**src/rtl/camera_ray_generator.sv**
```systemverilog
// camera_ray_generator
//   Frame-level ray source feeding pipelined_normalization. A start pulse
//   begins a raster walk (x fastest) over an IMG_W x IMG_H grid. For each pixel
//   the block emits one un-normalized fixed-point camera ray direction plus a
//   sequential tag, using a valid/ready handshake.
//
//   Optional feature: define RAYGEN_STATS_EN to add the stall_cycles port.
//
// Ports
//   clk          in   1         clock; all state changes on the rising edge
//   reset        in   1         asynchronous, active-high; clears all state
//   start        in   1         one-cycle pulse; begins a frame when idle
//   ready_in     in   1         downstream accepts a ray this cycle
//   dir_x        out  WIDTH     signed Q-format x direction
//   dir_y        out  WIDTH     signed Q-format y direction
//   dir_z        out  WIDTH     signed Q-format z direction (-FOCAL)
//   tag_out      out  TAG_SIZE  ray sequence tag
//   valid_out    out  1         dir_* / tag_out hold a ray
//   busy         out  1         frame in progress
//   frame_done   out  1         one-cycle pulse after the last ray is accepted
//   stall_cycles out  32        (RAYGEN_STATS_EN only) saturating count of
//                               cycles with valid_out & !ready_in

`ifndef WIDTH
`define WIDTH 32
`endif
`ifndef Q_BITS
`define Q_BITS 16
`endif
`ifndef TAG_SIZE
`define TAG_SIZE 8
`endif

module camera_ray_generator #(
  parameter int WIDTH    = `WIDTH,
  parameter int Q_BITS   = `Q_BITS,
  parameter int TAG_SIZE = `TAG_SIZE,
  parameter int IMG_W    = 640,
  parameter int IMG_H    = 480,
  parameter int PIX_STEP = 256,
  parameter int FOCAL    = 65536
) (
  input  logic                    clk,
  input  logic                    reset,
  input  logic                    start,
  input  logic                    ready_in,
  output logic signed [WIDTH-1:0] dir_x,
  output logic signed [WIDTH-1:0] dir_y,
  output logic signed [WIDTH-1:0] dir_z,
  output logic [TAG_SIZE-1:0]     tag_out,
  output logic                    valid_out,
  output logic                    busy,
  output logic                    frame_done
`ifdef RAYGEN_STATS_EN
  ,
  output logic [31:0]             stall_cycles
`endif
);

  localparam int PX_W = (IMG_W > 1) ? $clog2(IMG_W) : 1;
  localparam int PY_W = (IMG_H > 1) ? $clog2(IMG_H) : 1;
  localparam logic signed [WIDTH-1:0] DIR_Z = WIDTH'(-FOCAL);

  if (Q_BITS < 0 || Q_BITS >= WIDTH || WIDTH > 64 || IMG_W < 2 || IMG_H < 2) begin : g_bad_params
    $error("camera_ray_generator: illegal parameter combination");
  end

  typedef enum logic {
    IDLE = 1'b0,
    RUN  = 1'b1
  } state_t;

  state_t state_q, state_d;

  logic [PX_W-1:0]     px_p0;
  logic [PY_W-1:0]     py_p0;
  logic [TAG_SIZE-1:0] tag_p0;
  logic                all_loaded_p0;

  logic signed [WIDTH-1:0] dir_x_p1, dir_y_p1, dir_z_p1;
  logic [TAG_SIZE-1:0]     tag_p1;
  logic                    vld_p1;
  logic                    last_p1;
  logic                    frame_done_q;

  logic start_acc, accept, last_acc, load, px_last, py_last;

  // Direction arithmetic is done at 64 bits and then truncated to WIDTH;
  // the parameters are expected to fit, so no saturation is applied.
  function automatic logic signed [WIDTH-1:0] calc_dir_x(input logic [PX_W-1:0] px);
    logic signed [63:0] lin;
    logic signed [63:0] prod;
    lin  = 64'sd2 * $signed(64'(px)) + 64'sd1 - 64'(IMG_W);
    prod = lin * 64'(PIX_STEP);
    return prod[WIDTH-1:0];
  endfunction

  function automatic logic signed [WIDTH-1:0] calc_dir_y(input logic [PY_W-1:0] py);
    logic signed [63:0] lin;
    logic signed [63:0] prod;
    lin  = 64'(IMG_H) - 64'sd1 - 64'sd2 * $signed(64'(py));
    prod = lin * 64'(PIX_STEP);
    return prod[WIDTH-1:0];
  endfunction

  assign start_acc = (state_q == IDLE) && start;
  assign accept    = vld_p1 && ready_in;
  assign last_acc  = accept && last_p1;
  assign px_last   = (px_p0 == PX_W'(IMG_W - 1));
  assign py_last   = (py_p0 == PY_W'(IMG_H - 1));
  // all_loaded_p0 stops further loads once the final pixel has entered the
  // output register, while that ray may still be waiting for acceptance.
  assign load      = (state_q == RUN) && (!vld_p1 || ready_in) && !all_loaded_p0;

  always_ff @(posedge clk or posedge reset) begin
    if (reset) state_q <= IDLE;
    else       state_q <= state_d;
  end

  always_comb begin
    state_d = state_q;
    case (state_q)
      IDLE:    if (start)    state_d = RUN;
      RUN:     if (last_acc) state_d = IDLE;
      default: state_d = IDLE;
    endcase
  end

  always_comb begin
    busy = (state_q == RUN);
  end

  // ---- stage p0: pixel counters and tag ----
  always_ff @(posedge clk or posedge reset) begin
    if (reset) begin
      px_p0         <= '0;
      py_p0         <= '0;
      tag_p0        <= '0;
      all_loaded_p0 <= 1'b0;
    end else if (start_acc) begin
      px_p0         <= '0;
      py_p0         <= '0;
      tag_p0        <= '0;
      all_loaded_p0 <= 1'b0;
    end else if (load) begin
      tag_p0 <= tag_p0 + 1'b1;
      if (px_last) begin
        px_p0 <= '0;
        if (py_last) all_loaded_p0 <= 1'b1;
        else         py_p0 <= py_p0 + 1'b1;
      end else begin
        px_p0 <= px_p0 + 1'b1;
      end
    end
  end

  // ---- stage p1: output register ----
  always_ff @(posedge clk or posedge reset) begin
    if (reset) begin
      dir_x_p1 <= '0;
      dir_y_p1 <= '0;
      dir_z_p1 <= '0;
      tag_p1   <= '0;
      vld_p1   <= 1'b0;
      last_p1  <= 1'b0;
    end else if (load) begin
      dir_x_p1 <= calc_dir_x(px_p0);
      dir_y_p1 <= calc_dir_y(py_p0);
      dir_z_p1 <= DIR_Z;
      tag_p1   <= tag_p0;
      vld_p1   <= 1'b1;
      last_p1  <= px_last && py_last;
    end else if (accept) begin
      vld_p1  <= 1'b0;
      last_p1 <= 1'b0;
    end
  end

  always_ff @(posedge clk or posedge reset) begin
    if (reset) frame_done_q <= 1'b0;
    else       frame_done_q <= last_acc;
  end

`ifdef RAYGEN_STATS_EN
  always_ff @(posedge clk or posedge reset) begin
    if (reset) begin
      stall_cycles <= '0;
    end else if (start_acc) begin
      stall_cycles <= '0;
    end else if (vld_p1 && !ready_in && (stall_cycles != 32'hFFFF_FFFF)) begin
      stall_cycles <= stall_cycles + 32'd1;
    end
  end
`endif

  assign dir_x      = dir_x_p1;
  assign dir_y      = dir_y_p1;
  assign dir_z      = dir_z_p1;
  assign tag_out    = tag_p1;
  assign valid_out  = vld_p1;
  assign frame_done = frame_done_q;

endmodule

```
**config.mk**
```make
export PLATFORM = sky130hd
export DESIGN_NAME = camera_ray_generator
export DESIGN_NICKNAME = d
export VERILOG_FILES = /design/src/rtl/camera_ray_generator.sv
export SDC_FILE = /design/constraint.sdc
export NUM_CORES = 1
export LEC_CHECK = 0
export BUFFER_PORTS_ARGS = -buffer_cell sky130_fd_sc_hd__buf_2
export CORE_AREA = 10 10 130 132
export CTS_CLUSTER_DIAMETER = 40
export DETAILED_ROUTE_END_ITERATION = 10
export DIE_AREA = 0 0 140 142
export GPL_ROUTABILITY_DRIVEN = 1
export PLACE_DENSITY = 0.55
export SLEW_MARGIN = 30
export SYNTH_ARGS = -nofsm -noshare
export SYNTH_HDL_FRONTEND = slang
export SYNTH_SLANG_ARGS = --single-unit
```
**constraint.sdc**
```tcl
create_clock -name clk -period 2.4 [get_ports clk]
set_input_delay 0.12 -clock clk [delete_from_list [all_inputs] [get_ports clk]]
set_output_delay 0.12 -clock clk [all_outputs]
set_load 0.005 [all_outputs]
```
==> results_dict.tcl <==
set metrics [dict create \
    die_y_um 142 \
    syn_area_um2 3520 \
    area_delta_synth_final_pct 13.8 \
    hpwl_um 6340 \
    max_stage_delay_ps 530 \
    ioPinCount 111 \
    yosys_warnings 0 \
    cap_violations 0 \
    grt_pass1_vias 2621 \
    synth.top_cell.area_share 0.448 \
    fin_cells 616 \
    route.met3.wl_um 1070 \
    cts_buffers 9 \
    vias_per_cell 4.31 \
    routed.top_layer "met5" \
    leakage_nw 1.95 \
    final_area_um2 4010 \
    synth.largest_area_cell "dfrtp_1" \
    synth_cell_types 43 \
    clock_latency_ps 330 \
    wl_met1_um 3790 \
    cp.required_ps 2650 \
    place_congestion 0.866 \
    worst_pin_slew_ps 640 \
    criticalPathCategory "reg -> reg" \
    status "finished clean" \
    die_w_um 140 \
    critPathBufInv 1 \
    nNetsFinal 440 \
    drt_iter0_drc 109 \
    grt_pass1_wl_um 13700 \
    cts_sinks 63 \
    drc 0 \
    end_kind "flip-flop" \
    synth_common_cells "73 x buf_4, 71 x nand2_1, 63 x dfrtp_1, 24 x o21ai_0, 16 x nand3_1" \
    fmax_mhz 466 \
    start_util 0.246 \
    crit_slowest_cell "or4b_4" \
    wl_um 8550 \
    seq_area_frac_synth 0.448 \
    start_kind "flip-flop" \
    ant_nets 0 \
    row_count 44 \
    post-cts-setup-buffers 0 \
    arrival_ps 2400 \
    antenna_found_initial 1 \
    rsz0062_at_grt "no" \
    synthFlopType "dfrtp_1" \
    power_density_nw_per_um2 807 \
    slew_violations 0 \
    wl_per_cell_um 13.9 \
    syn_avg_cell_area_um2 9.15 \
    dr.pass1.iters 4 \
    fin_tns_setup_ps 0 \
    yosys.cell_count.top_type "buf_4" \
    wl_met2_um 3600 \
    cts_max_level 3 \
    path_cells "inv_1 > ha_1 > nand4_1 > or4b_4 > or4_1 > a21oi_1" \
    finalHoldViolations 0 \
    grt-ovfl-total 0 \
    grt_start_max_net_pins 36 \
    syn_inst 385 \
    vias 2652 \
    diodes 0 \
    crit_family "simple AND/OR/NAND/NOR gates" \
    dpl_cell_area_um2 3710 \
    hold_class "in -> reg" \
    core_um2 14300 \
    clk_pin_slew_ps 50 \
    drive_gt1_frac 0.243 \
    grt.total_usage 0.0835 \
    ys_seq_elements 63 \
    setup_viol_count_final 0 \
    place_inst 599 \
    final_util 0.280 \
    fin_crit_ps 2140 \
    fin_crit_sh 0.894 \
    crit_fanout 6 \
    finalClockSkew_ps 5.45 \
    synth_area_leaders "dfrtp_1 45%, buf_4 16%, nand2_1 7.6%, o21ai_0 3.4%, ha_1 3.2%" \
    io_buffers 78 \
    synth_edf_count 0 \
    ir_drop_mv 0.342 \
    relSlewSlack 0.572 \
    cts_root_buffer "clkbuf_16" \
    async_reset_ff_frac 1.00 \
    cts.path.max_buffers 2 \
    cts_tree "yes" \
    die_area_um2 19900 \
]
## final timing paths
path / to / startpoint / depth (start not counted) / slack [ps]
worst max register to register: py_p0[8] / py_p0[5] / 6 / 260
worst max-delay path: py_p0[8] / py_p0[5] / 6 / 260
worst min register to register: dir_y[16] / dir_y[16] / 2 / 470
max in group asynchronous: dir_y[12] / reset / 4 / 1620
worst min-delay path: frame_done / ready_in / 2 / 140
min in group asynchronous: tag_out[4] / reset / 4 / 410
## stage by stage
stage	worst slack (ps)	hold slack (ps)	total power [W]
2_1_floorplan	457	305	0.00179
3_3_place_gp	403	214	0.00197
3_5_place_dp	285	224	0.00197
4_1_cts	259	130	0.00329
5_1_grt	128	141	0.00344
6_report	255	144	0.00324
## sequential cells by signal (all words and copies together) (netlist names)
name           cells
dir_x             12
busy               1
dir_y             11
last_p1            1
py_p0              9
all_loaded_p0      1
frame_done         1
tag_p0             8
valid_out          1
tag_out            8
px_p0             10
## cell families (layout without fill, tap and decap cells)
group | Yosys count | in the layout | synth area share
buf+inv | 97 | 113 | 0.187
xor+xnor | 12 | 12 | 0.0298
flops | 63 | 63 | 0.448
mux | 1 | 1 | 0.00320
fa+ha+maj | 9 | 9 | 0.0320
simple gates | 140 | 140 | 0.189
compound gates | 62 | 62 | 0.111
other cells | 1 | 32 | 0.00106
## layout make-up
cell class	count	area [um^2]
multi-input combinational	256	1410
timing repair buffer	89	475
inverter	8	30.0
fill	1538	10300
clock buffer	12	246
tap	184	230
sequential	63	1580
clock inverter	4	45.0
## placed cells by master (no fill, tap or decap), drive strengths merged, types with 4 or more instances in the layout
cell,netlist,layout
a21oi,12,12
a31oi,4,4
a41oi,5,5
buf,79,88
clkbuf,10,12
conb,1,32
dfrtp,63,63
ha,9,9
inv,8,8
nand2,71,71
nand3,16,16
nand4,6,6
nor2,14,14
nor2b,5,5
nor3,4,4
o21ai,24,24
o31ai,6,6
or3,4,4
or4,4,4
xnor2,8,8
xor2,4,4
## power breakdown
group | switching, W | leakage [nW] | internal [W]
Sequential | 0.000186 | 0.782 | 0.00125
Clock | 0.000460 | 0.146 | 0.000827
Combinational | 0.000280 | 1.02 | 0.000230
Total | 0.000925 | 1.95 | 0.00231
## metal layers
metal / vias to the layer above / GRT usage
li1: 1293 / -
met1: 1232 / 0.0998
met2: 115 / 0.121
met3: 10 / 0.0507
met4: 2 / 0.0288
met5: - / 0
## repair_timing
action / CTS / global route
endpoints found under the hold margin: 63 / 0
resized for setup: 0 / 0
hold buffers: 1 / 0
Power figures use the tool's default switching activity.
